--- src/rtl/prefetcher.sv ---
// Stride/next-line prefetcher: trains on tag-check accesses and queues line-aligned prefetch addresses.
// Optional stride training is compiled in with `define PREFETCH_STRIDE_EN; without it this is a pure next-line prefetcher.
module prefetcher #(
  parameter int ADDR_WIDTH      = 32,
  parameter int LINE_BYTES      = 64,
  parameter int PREFETCH_DEGREE = 2,
  parameter int QUEUE_DEPTH     = 4
) (
  input  logic                  clk,
  input  logic                  rst_n,
  input  logic [ADDR_WIDTH-1:0] access_addr,
  input  logic                  access_valid,
  input  logic                  cache_miss,
  output logic [ADDR_WIDTH-1:0] prefetch_addr,
  output logic                  prefetch_valid,
  input  logic                  prefetch_ready
);

  localparam int PTR_W = (QUEUE_DEPTH > 1) ? $clog2(QUEUE_DEPTH) : 1;
  localparam logic [ADDR_WIDTH-1:0] LINE_STEP = ADDR_WIDTH'(LINE_BYTES);
  localparam logic [ADDR_WIDTH-1:0] LINE_MASK = ~(LINE_STEP - 1'b1);
  localparam logic [3:0] DEGREE = 4'(PREFETCH_DEGREE);
  localparam logic [PTR_W:0] DEPTH = (PTR_W+1)'(QUEUE_DEPTH);

  logic [ADDR_WIDTH-1:0] line;
  logic [1:0]            conf_new;
  logic [ADDR_WIDTH-1:0] stride_sel;
  logic                  trigger;

  assign line = access_addr & LINE_MASK;

`ifdef PREFETCH_STRIDE_EN
  logic [ADDR_WIDTH-1:0] last_line;
  logic [ADDR_WIDTH-1:0] last_stride;
  logic [ADDR_WIDTH-1:0] stride_new;
  logic [ADDR_WIDTH-1:0] delta;
  logic [1:0]            conf;
  logic                  has_hist;

  assign delta = line - last_line;

  // The first access after reset only seeds history, so confidence cannot move on it.
  always_comb begin
    conf_new   = conf;
    stride_new = last_stride;
    if (access_valid && has_hist) begin
      if (delta == last_stride && delta != '0) begin
        conf_new = (conf == 2'd3) ? 2'd3 : conf + 2'd1;
      end else begin
        conf_new   = 2'd0;
        stride_new = delta;
      end
    end
  end

  always_ff @(posedge clk) begin
    if (!rst_n) begin
      last_line   <= '0;
      last_stride <= '0;
      conf        <= 2'd0;
      has_hist    <= 1'b0;
    end else if (access_valid) begin
      last_line   <= line;
      last_stride <= stride_new;
      conf        <= conf_new;
      has_hist    <= 1'b1;
    end
  end

  assign stride_sel = (conf_new >= 2'd2) ? stride_new : LINE_STEP;
`else
  assign conf_new   = 2'd0;
  assign stride_sel = LINE_STEP;
`endif

  assign trigger = access_valid && (cache_miss || conf_new >= 2'd2);

  // Generator: a trigger reloads it and suppresses the push for that cycle.
  logic [ADDR_WIDTH-1:0] gen_base;
  logic [ADDR_WIDTH-1:0] gen_step;
  logic [ADDR_WIDTH-1:0] cand;
  logic [ADDR_WIDTH-1:0] last_push;
  logic [3:0]            gen_cnt;
  logic                  has_push;
  logic                  gen_go;
  logic                  push;
  logic                  pop;
  logic                  full;

  assign cand   = gen_base + gen_step;
  assign gen_go = !trigger && gen_cnt != 4'd0 && !full;
  assign push   = gen_go && !(has_push && cand == last_push);

  always_ff @(posedge clk) begin
    if (!rst_n) begin
      gen_base  <= '0;
      gen_step  <= '0;
      gen_cnt   <= 4'd0;
      last_push <= '0;
      has_push  <= 1'b0;
    end else if (trigger) begin
      gen_base <= line;
      gen_step <= stride_sel;
      gen_cnt  <= DEGREE;
    end else if (gen_go) begin
      gen_base <= cand;
      gen_cnt  <= gen_cnt - 4'd1;
      if (push) begin
        last_push <= cand;
        has_push  <= 1'b1;
      end
    end
  end

  // Issue FIFO. Handshake: the head transfers on any edge where prefetch_valid && prefetch_ready;
  // prefetch_valid never drops and prefetch_addr never changes while waiting for ready.
  logic [ADDR_WIDTH-1:0] mem [QUEUE_DEPTH];
  logic [PTR_W-1:0]      wr_ptr;
  logic [PTR_W-1:0]      rd_ptr;
  logic [PTR_W:0]        count;
  logic [ADDR_WIDTH-1:0] last_out;

  assign full           = (count == DEPTH);
  assign prefetch_valid = (count != '0);
  assign pop            = prefetch_valid && prefetch_ready;
  assign prefetch_addr  = prefetch_valid ? mem[rd_ptr] : last_out;

  always_ff @(posedge clk) begin
    if (push) mem[wr_ptr] <= cand;
  end

  always_ff @(posedge clk) begin
    if (!rst_n) begin
      wr_ptr   <= '0;
      rd_ptr   <= '0;
      count    <= '0;
      last_out <= '0;
    end else begin
      if (push) wr_ptr <= wr_ptr + 1'b1;
      if (pop) begin
        rd_ptr   <= rd_ptr + 1'b1;
        last_out <= mem[rd_ptr];
      end
      case ({push, pop})
        2'b10:   count <= count + 1'b1;
        2'b01:   count <= count - 1'b1;
        default: count <= count;
      endcase
    end
  end

endmodule

--- config.mk ---
export PLATFORM = sky130hd
export DESIGN_NAME = prefetcher
export DESIGN_NICKNAME = d
export VERILOG_FILES = /design/src/rtl/prefetcher.sv
export SDC_FILE = /design/constraint.sdc
export NUM_CORES = 1
export LEC_CHECK = 0
export CAP_MARGIN = 30
export CORE_ASPECT_RATIO = 1.2
export CORE_MARGIN = 2
export CORE_UTILIZATION = 30
export CTS_CLUSTER_SIZE = 24
export DETAILED_ROUTE_END_ITERATION = 8
export GPL_TIMING_DRIVEN = 0
export PLACE_DENSITY = 0.56
export SLEW_MARGIN = 20
export SYNTH_ARGS = -nofsm -noshare
export SYNTH_HDL_FRONTEND = slang
export SYNTH_SLANG_ARGS = --single-unit
--- constraint.sdc ---
create_clock -name clk -period 6.1 [get_ports clk]
set_input_delay 0.915 -clock clk [delete_from_list [all_inputs] [get_ports clk]]
set_output_delay 0.915 -clock clk [all_outputs]
set_load 0.02 [all_outputs]
==> impl_metrics.ini <==
[run_status]
outcome = complete, no violations

[synthesis]
synth.area.mux_share_pct = 9.40
synth_top_family_by_area = compound AO/OA/AOI/OAI gates
yosys_warnings = 0
synth.area.top_cells = edfxtp_1 33%, dfxtp_1 20%, mux4_2 6.2%, nand2_1 3.5%, xnor2_1 3.2%
ys.flop_type = edfxtp_1
synth_edf_count = 104
yosys.area.top_type_share_pct = 33.0
synth_area_mm2 = 0.00945
async_flop_share_pct = 0
syn_area_per_cell_um2 = 11.6
ys_ff_latch = 197
synth_top_area_cell = edfxtp_1
ys_seq_area_share_pct = 52.7
synth-xor-area-share_pct = 6.61
synth_compound_area_share_pct = 12.5
netlist_instances = 817
yosys.area_share.simple_pct = 12.4
synthAdderAreaFrac_pct = 1.40
ys_types = 64

[clock_tree]
clock_latency_ns = 0.44
cts_hold_buffers = 0
cts_tree = yes
cts.sinks = 197
post_cts_resized = 0
cts.clk_slew.worst_paths_ns = 0.08
cts-root-buf = clkbuf_16
htree_levels = 4
clock_path_buffers = 2
cts_buffers = 17
postCtsSetupBuffers = 0

[drt]
vias = 6443
drtIter0Drc = 378
drc_errors = 0
wl_per_cell_um = 17.7
drt-pass1-iter-count = 5
vias_per_cell = 4.90
wl_um = 23300
drt.antenna.violating_nets = 0

[timing]
slew_headroom_pct = 40.1
tightestPinTransition_ns = 0.898
max_freq_mhz = 192
hold_viol = 0
post-route-min-period_ns = 5.21
fin_crit_sh_pct = 85.4
setup-tns-final_ns = 0
maxSlewViolCount = 0
rsz0062_at_grt = no
finClkSkew_ns = 0.0123
finalSetupViolations = 0

[setup_path]
worstPathMaxFanout = 10
slowest_delay_ns = 0.71
worstSetupPathType = reg2reg
critPathSlowestCell = nor4b_4
path_buf_inv = 2
crit_required_ns = 6.46
cp_top_family = compound AO/OA/AOI/OAI gates
arrival_ns = 5.57
start_kind = register
crit_path_end_kind = register
path_cells = ha_1 -> ha_1 -> xor2_1 -> a2111oi_0 -> o311ai_0 -> a2111oi_0 -> nand4_1 -> nor4b_4 -> a21o_4 -> buf_6 -> ha_1 -> inv_1 -> fa_1 -> xor2_1 -> or3_1 -> a21oi_1
crit_top_cell = ha_1

[pwr]
intPower_w = 0.00339
p_per_area_mw_per_mm2 = 490
switching_power_w = 0.00214
max-vdd-ir-drop_uv = 194
cellLeakagePower_nw = 3.79
power_frac_clock_pct = 20.6
seq_power_share_pct = 34.8
pwr-share-comb_pct = 44.6
switching_share_pct = 38.7

[final_layout]
syn_to_final_growth_pct = 19.5
nNetsFinal = 949
drive_above_1_share_pct = 15.4
final_common_cell = edfxtp_1
post-route-util_pct = 36.2
fin_cells = 1316
diodes = 0
final_cell_mix = 104 x edfxtp_1, 93 x dfxtp_1, 87 x nand2_1
design_area_mm2 = 0.0113

[placement]
dp_hpwl_um = 17300
dp_cells = 1284
post_dp_cell_area_mm2 = 0.0107
io_buffers = 57
gp_congestion = 0.879

[die]
fp.dieH_um = 198
die_area_mm2 = 0.0329
start_util_pct = 30.3
die_w_um = 166
num_rows = 71
coreArea_mm2 = 0.0312
ioPinCount = 70

[hold_path]
hp-class = reg2reg

[global_routing]
grt_max_degree = 22
grt_pass1_vias = 6329
grt_pass1_wl_um = 36400
grt-ovfl-total = 0
antenna_found_initial = 0
grtUsageTotal_pct = 14.4

[job]
cap_violations = 0
worst reg2reg max path, cell delays in order, from the launching register on:
cell and delay, ns:
dfxtp_1 0.35, ha_1 0.20, ha_1 0.39, xor2_1 0.21
a2111oi_0 0.44, o311ai_0 0.20, a2111oi_0 0.63, nand4_1 0.25
nor4b_4 0.71, a21o_4 0.28, buf_6 0.20, ha_1 0.22
inv_1 0.06, fa_1 0.38, xor2_1 0.15, or3_1 0.30
a21oi_1 0.16
sequential cells by signal (all words and copies together), names as in the netlist, named ones only:
register and flops:
mem 104, gen_base 26, last_out 26, last_push 26, gen_cnt 4, count 3, rd_ptr 2, wr_ptr 2
gen_step 1, has_push 1
through the flow:
stage / hold WS [ns] / power [W] / worst slack [ns]
after detailed placement: 0.446 / 0.00444 / 0.875
after global routing: 0.475 / 0.00587 / 0.537
after floorplan: 0.427 / 0.00355 / 1.91
final: 0.453 / 0.00553 / 0.891
after CTS: 0.457 / 0.00560 / 0.856
after global placement: 0.439 / 0.00437 / 0.626
power by group through the flow:
| stage | logic (W) | clock network, W | registers (W) |
|---|---|---|---|
| after floorplan | 0.00164 | 0 | 0.00191 |
| after global placement | 0.00241 | 0 | 0.00196 |
| after detailed placement | 0.00249 | 0 | 0.00195 |
| after CTS | 0.00251 | 0.00116 | 0.00192 |
| after global routing | 0.00270 | 0.00122 | 0.00196 |
| final | 0.00247 | 0.00114 | 0.00192 |
final timing paths:
| check | startpoint | depth (start not counted) | to | slack [ns] |
|---|---|---|---|---|
| min | last_out[10] | 2 | last_out[10] | 0.45 |
| max reg2reg | gen_step[6] | 16 | count[2] | 0.89 |
| min reg2reg | last_out[10] | 2 | last_out[10] | 0.45 |
| max | gen_step[6] | 16 | count[2] | 0.89 |
cell usage after synthesis, types with 2 or more instances:
library cell  count
dfxtp_1          93
a211oi_2         12
o211ai_1          5
nor2b_1           6
a2111oi_0         2
a21oi_1          35
and3_1            3
o22ai_1           2
nor4_1            3
nand4_1          10
and4_1            5
mux4_2           26
buf_6             5
xnor2_1          35
edfxtp_1        104
o21a_1            4
o221ai_1          2
a311oi_1         16
inv_1            39
and2_1            2
a22o_1            3
buf_2             6
nand4_4           3
ha_1              9
mux2_2           26
xnor3_1           3
xor2_1           24
nand3_1          19
a211oi_1         40
o2111ai_1         2
nor2_1           60
nor3_1            8
nand2_1          87
buf_1             6
a311o_1           2
clkbuf_1         34
or2_2             2
o21ai_0          22
buf_4            11
or3_1            17
area by class of cell:
cell class                      instances  area, µm²
Sequential cell                       197       4980
Multi-Input combinational cell        523       4050
Timing Repair Buffer                   61        681
Buffer                                 62        319
Clock inverter                         15        185
Inverter                               40        150
Clock buffer                           17        425
Fill cell                            3031      19900
Tap cell                              401        502
logic make-up after synthesis:
group,after synthesis
AND/OR/NAND/NOR,233
flip-flops,197
AO/OA/AOI/OAI,157
buffers and inverters,102
XOR/XNOR,64
multiplexers,53
adder cells (fa/ha/maj),10
other,1
metal layers:
layer | track usage [%] | wire [µm]
met1 | 19.0 | 11100
met2 | 24.3 | 11100
met3 | 2.41 | 740
met4 | 4.22 | 395
met5 | 0 | 0
Note: power is estimated with default switching activity, not from simulation.
==> variant 1 (same settings) <==
The parameter `LINE_BYTES` goes from 64 to 32.
--- a/src/rtl/prefetcher.sv
+++ b/src/rtl/prefetcher.sv
@@ -4,3 +4,3 @@
   parameter int ADDR_WIDTH      = 32,
-  parameter int LINE_BYTES      = 64,
+  parameter int LINE_BYTES      = 32,
   parameter int PREFETCH_DEGREE = 2,
Function: changed (a bounded check fails within 4 cycles, from zero or initial values and one cycle with rst_n low).
==> variant 1 against the unedited design <==
Via count rose by 4.0%; combinational power shrank 8.9%; wire length is 6.1% higher; non-clock buffer count is 13 higher; hold slack lost 0.0027 ns; setup slack improved by 0.14 ns; sequential cell count is 7 higher; critical endpoint unchanged; area after synthesis increased by 2.4%; final cell count is 5.0% higher; core utilization is 0.36 points higher; critical path type unchanged; final area up 3.6%; power increased by 1.2%.
==> variant 1: results (changes against the unedited design) <==
Synthesis
  – Yosys cell types: 61 (-4.7%)
  – YS warnings: 0 (unchanged)
  – Most common library cells after synthesis: nand2_1 (153), edfxtp_1 (108), dfxtp_1 (96)
  – Sequential fraction of the synthesis area: 0.533 (+0.00600)
  – Top cells by area, synth: edfxtp_1 (33%), dfxtp_1 (20%), mux4_2 (6.3%), nand2_1 (5.9%), xor2_1 (3.3%)
  – Number of flops mapped to enable cells by yosys: 108 (+3.8%)

Outcome
  – Status: complete, no violations

Pwr
  – Power consumption: 5.60 mW (+1.2%)
  – Psw: 1.93 mW (-9.8%)
  – Combinational power share: 0.403 (-0.043)
  – P_leak: 3.99 nW (+5.2%)
  – P_clk: 1.43 mW (+25%)
  – Maximum VDD drop: 0.199 mV (+2.5%)

Placement
  – DP Area: 0.0109 mm^2 (+1.9%)
  – Number of buffers added on ports: 58 (+1.8%)
  – Hpwl dp: 18.0 mm (+4.1%)
  – RePlAce Congestion: 0.889 (+1.2%)

Clock network
  – CTS Buffer Depth: 3 (+1)
  – Root Buffer: clkbuf_16
  – Clock Latency Late Sink: 0.50 ns (+0.06 ns)
  – Post_cts resized: 0 (unchanged)
  – CTS buffer count: 22 (+5)
  – H-Tree Depth: 1 (-3)

Global route
  – GRT met2 Usage: 0.259 (+0.0154)
  – Vias in the first global route: 6828 (+7.9%)
  – Initial antenna violation count: 0 (unchanged)
  – Global Route Usage Sum: 0.146 (+0.00217)
  – Met3 Use GR: 0.0170 (-0.00712)
  – Gr busiest metal: met2
  – GR Util met1: 0.188 (-0.00183)
  – First-pass GRT wire length: 38.6 mm (+6.0%)
  – Pin count of the biggest net entering global routing: 25 (+14%)

Routing
  – Metal3 WL: 936 um (+26%)
  – Avg WL per Cell: 17.9 um (+1.1%)
  – M1 WL: 11.0 mm (-0.52%)
  – WL met2: 12.2 mm (+10%)
  – Vias: 6703 (+4.0%)
  – Starting DRT DRC Count: 374 (-1.1%)
  – ANT nets after route: 0 (unchanged)

Critical path
  – Largest stage delay on the critical path: 0.72 ns
  – Delay-heaviest family, CP: simple AND/OR/NAND/NOR gates
  – CP max stage cell: a2111oi_0
  – Worst Path Arrival: 5.49 ns (-0.08 ns)

Timing
  – Slew @ Worst Pin: 0.831 ns (-0.0674 ns)
  – Worst Clk Skew: 0.0102 ns (-0.00208 ns)

Final layout
  – Max reg flops: 108 (+3.8%)
  – N_diodes: 0 (unchanged)
  – Final #Nets: 1005 (+5.9%)
  – Ratio of cells with drive above 1 in the final layout: 0.132 (-0.0218)

Worst hold path
  – Min-Delay Path Class: reg2reg
[variant 1: changes by cell type after synthesis, sizes merged, moves of 14 or more]
cell,before,now
mux2i,1,30
inv,40,16
nand2,87,153
clkbuf,34,48
a211oi,52,16
nor2,60,46
[variant 1: path summary, 6_finish.rpt]
check / end / slack, ns / from / cells past startpoint
worst max-delay path: count[2]$_SDFFE_PN0P_ / 1.03 / gen_base[5]$_SDFFE_PN0P_ / 18
worst min register to register: last_out[23]$_SDFFE_PN0P_ / 0.45 / last_out[23]$_SDFFE_PN0P_ / 2
worst min-delay path: last_out[23]$_SDFFE_PN0P_ / 0.45 / last_out[23]$_SDFFE_PN0P_ / 2
worst max register to register: count[2]$_SDFFE_PN0P_ / 1.03 / gen_base[5]$_SDFFE_PN0P_ / 18
[variant 1: logic make-up after synthesis]
kind of cell	count (synthesis)	synth area share
compound gates	113	0.0780
xor+xnor	70	0.0649
fa+ha+maj	9	0.0124
buf+inv	88	0.0402
flops	204	0.533
mux	84	0.125
other cells	1	0.000387
simple gates	298	0.145
[variant 1: cell type report]
class                      instances  area, um^2
fill                            3121       20300
sequential                       204        5160
multi-input combinational        579        4150
timing repair buffer              64         692
clock buffer                      27         664
tap                              407         509
buffer                            72         329
clock inverter                    13         129
inverter                          16        60.1
[variant 1: per-stage QoR]
| stage | setup slack (ns) | utilization | hold WS, ns | instances |
|---|---|---|---|---|
| after floorplan | 1.96 | - | 0.434 | 871 |
| after global placement | 1.00 | 0.337 | 0.439 | 1336 |
| after detailed placement | 0.988 | 0.340 | 0.444 | 1340 |
| after CTS | 0.932 | 0.365 | 0.453 | 1380 |
| after global routing | 0.789 | 0.366 | 0.468 | 1382 |
| final | 1.03 | 0.366 | 0.451 | 1382 |
==> variant 2 (config.mk and constraints unchanged) <==
Made on the original files. Change the parameter `ADDR_WIDTH` from 32 to 16.
--- a/src/rtl/prefetcher.sv
+++ b/src/rtl/prefetcher.sv
@@ -3,3 +3,3 @@
 module prefetcher #(
-  parameter int ADDR_WIDTH      = 32,
+  parameter int ADDR_WIDTH      = 16,
   parameter int LINE_BYTES      = 64,
Interface: changed (resized access_addr and prefetch_addr); port bits go from 70 to 38. No check against the original RTL was run, so the function may have changed too.
==> variant 2 against the unedited design <==
Sequential cell count decreased by 112; setup slack improved by 1.4 ns; final area is 57% lower; highest routed layer unchanged; largest power group unchanged; sequential share of layout area down 0.82 points; clock power decreased by 56%; power shrank 58%; area after synthesis shrank 57%; hold slack better by 0.0016 ns; wire length shrank 66%; maximum frequency rose by 38%.
==> variant 2: results (changes against the unedited design) <==
Critical path
  – Largest stage delay on the critical path: 0.45 ns (-0.26 ns)
  – Worst Path Arrival: 4.04 ns (-1.53 ns)
  – Delay-heaviest family, CP: adder cells
  – Critical Path Start: gen_base[6]$_SDFFE_PN0P_
  – CP max stage cell: ha_1

Final layout
  – Max reg flops: 40 (-62%)
  – Ratio of cells with drive above 1 in the final layout: 0.159 (+0.00522)
  – Layout fillers: 1350 (-55%)

Global route
  – Global Route Usage Sum: 0.119 (-0.0244)
  – Vias in the first global route: 2643 (-58%)
  – Pin count of the biggest net entering global routing: 16 (-27%)
  – First-pass GRT wire length: 13.2 mm (-64%)

Routing
  – Starting DRT DRC Count: 97 (-74%)
  – WL final: 7.98 mm (-66%)
  – WL met2: 3.87 mm (-65%)

Synthesis
  – Most common library cells after synthesis: nand2_1 (56), dfxtp_1 (45), edfxtp_1 (40)
  – Yosys cell types: 50 (-22%)
  – Top FF cell, synth: dfxtp_1
  – Number of flops mapped to enable cells by yosys: 40 (-62%)
  – Sequential fraction of the synthesis area: 0.517 (-0.0105)
  – Top cells by area, synth: edfxtp_1 (30%), dfxtp_1 (22%), mux4_2 (5.5%), nand2_1 (5.2%), xnor2_1 (3.7%)

Clock network
  – Clock Latency Late Sink: 0.34 ns (-0.10 ns)
  – H-Tree Depth: 3 (-1)
  – CTS buffer count: 9 (-8)

Pwr
  – Maximum VDD drop: 0.328 mV (+69%)
  – P_leak: 1.76 nW (-54%)

Outcome
  – Status: complete, no violations

Timing
  – Max-Slew Margin vs Limit: 0.413 (+0.0119)
  – Worst Clk Skew: 0.00893 ns (-0.00332 ns)

Placement
  – RePlAce Congestion: 0.832 (-5.4%)
[variant 2: cells by family after synthesis]
kind of cell | after synthesis | share of synthesized area
adder cells (fa/ha/maj) | 10 | 0.0320
multiplexers | 32 | 0.113
other | 1 | 0.000922
AO/OA/AOI/OAI | 46 | 0.0834
XOR/XNOR | 27 | 0.0618
AND/OR/NAND/NOR | 116 | 0.134
buffers and inverters | 41 | 0.0578
flip-flops | 85 | 0.517
[variant 2: metrics by stage]
| step | power [mW] | setup WS [ns] | area [um^2] | instances | hold slack [ns] |
|---|---|---|---|---|---|
| 2_1_floorplan | 1.54 | 2.68 | 4090 | 363 | 0.434 |
| 6_report | 2.34 | 2.32 | 4850 | 576 | 0.455 |
| 4_1_cts | 2.35 | 2.28 | 4810 | 571 | 0.456 |
| 3_3_place_gp | 1.81 | 2.31 | 4540 | 555 | 0.439 |
| 3_5_place_dp | 1.84 | 2.30 | 4540 | 555 | 0.445 |
| 5_1_grt | 2.50 | 2.00 | 4850 | 576 | 0.480 |
[variant 2: metal layers]
layer  GRT usage  up-vias
li1            -     1338
met1       0.154     1272
met2       0.194       51
met3      0.0238       11
met4      0.0458        0
met5           0        -
[variant 2: area by class of cell]
class	count	area, um^2	area share
buffer	26	179	0.0369
clock buffer	9	225	0.0464
clock inverter	7	50.0	0.0103
inverter	15	56.3	0.0116
multi-input combinational	237	1750	0.360
sequential	85	2100	0.433
tap	168	210	0.0433
timing repair buffer	29	282	0.0580
[variant 2: worst paths after layout]
| kind | endpoint | slack, ns |
|---|---|---|
| max | count[2]$_SDFFE_PN0P_ | 2.32 |
| min | last_out[10]$_SDFFE_PN0P_ | 0.45 |
| max reg2reg | count[2]$_SDFFE_PN0P_ | 2.32 |
| min reg2reg | last_out[10]$_SDFFE_PN0P_ | 0.45 |
[variant 2: tightest hold or removal path: stages, from the launching register on]
cell     delay [ns]
dfxtp_1        0.31
nand2_1        0.05
a21oi_1        0.05
[variant 2: power groups by stage]
stage / sequential, mW / combinational (mW) / clock, mW
global placement: 0.832 / 0.980 / 0
detailed placement: 0.841 / 1.00 / 0
global route: 0.845 / 1.12 / 0.542
floorplan: 0.821 / 0.716 / 0
CTS: 0.830 / 1.01 / 0.516
finish: 0.827 / 1.01 / 0.504
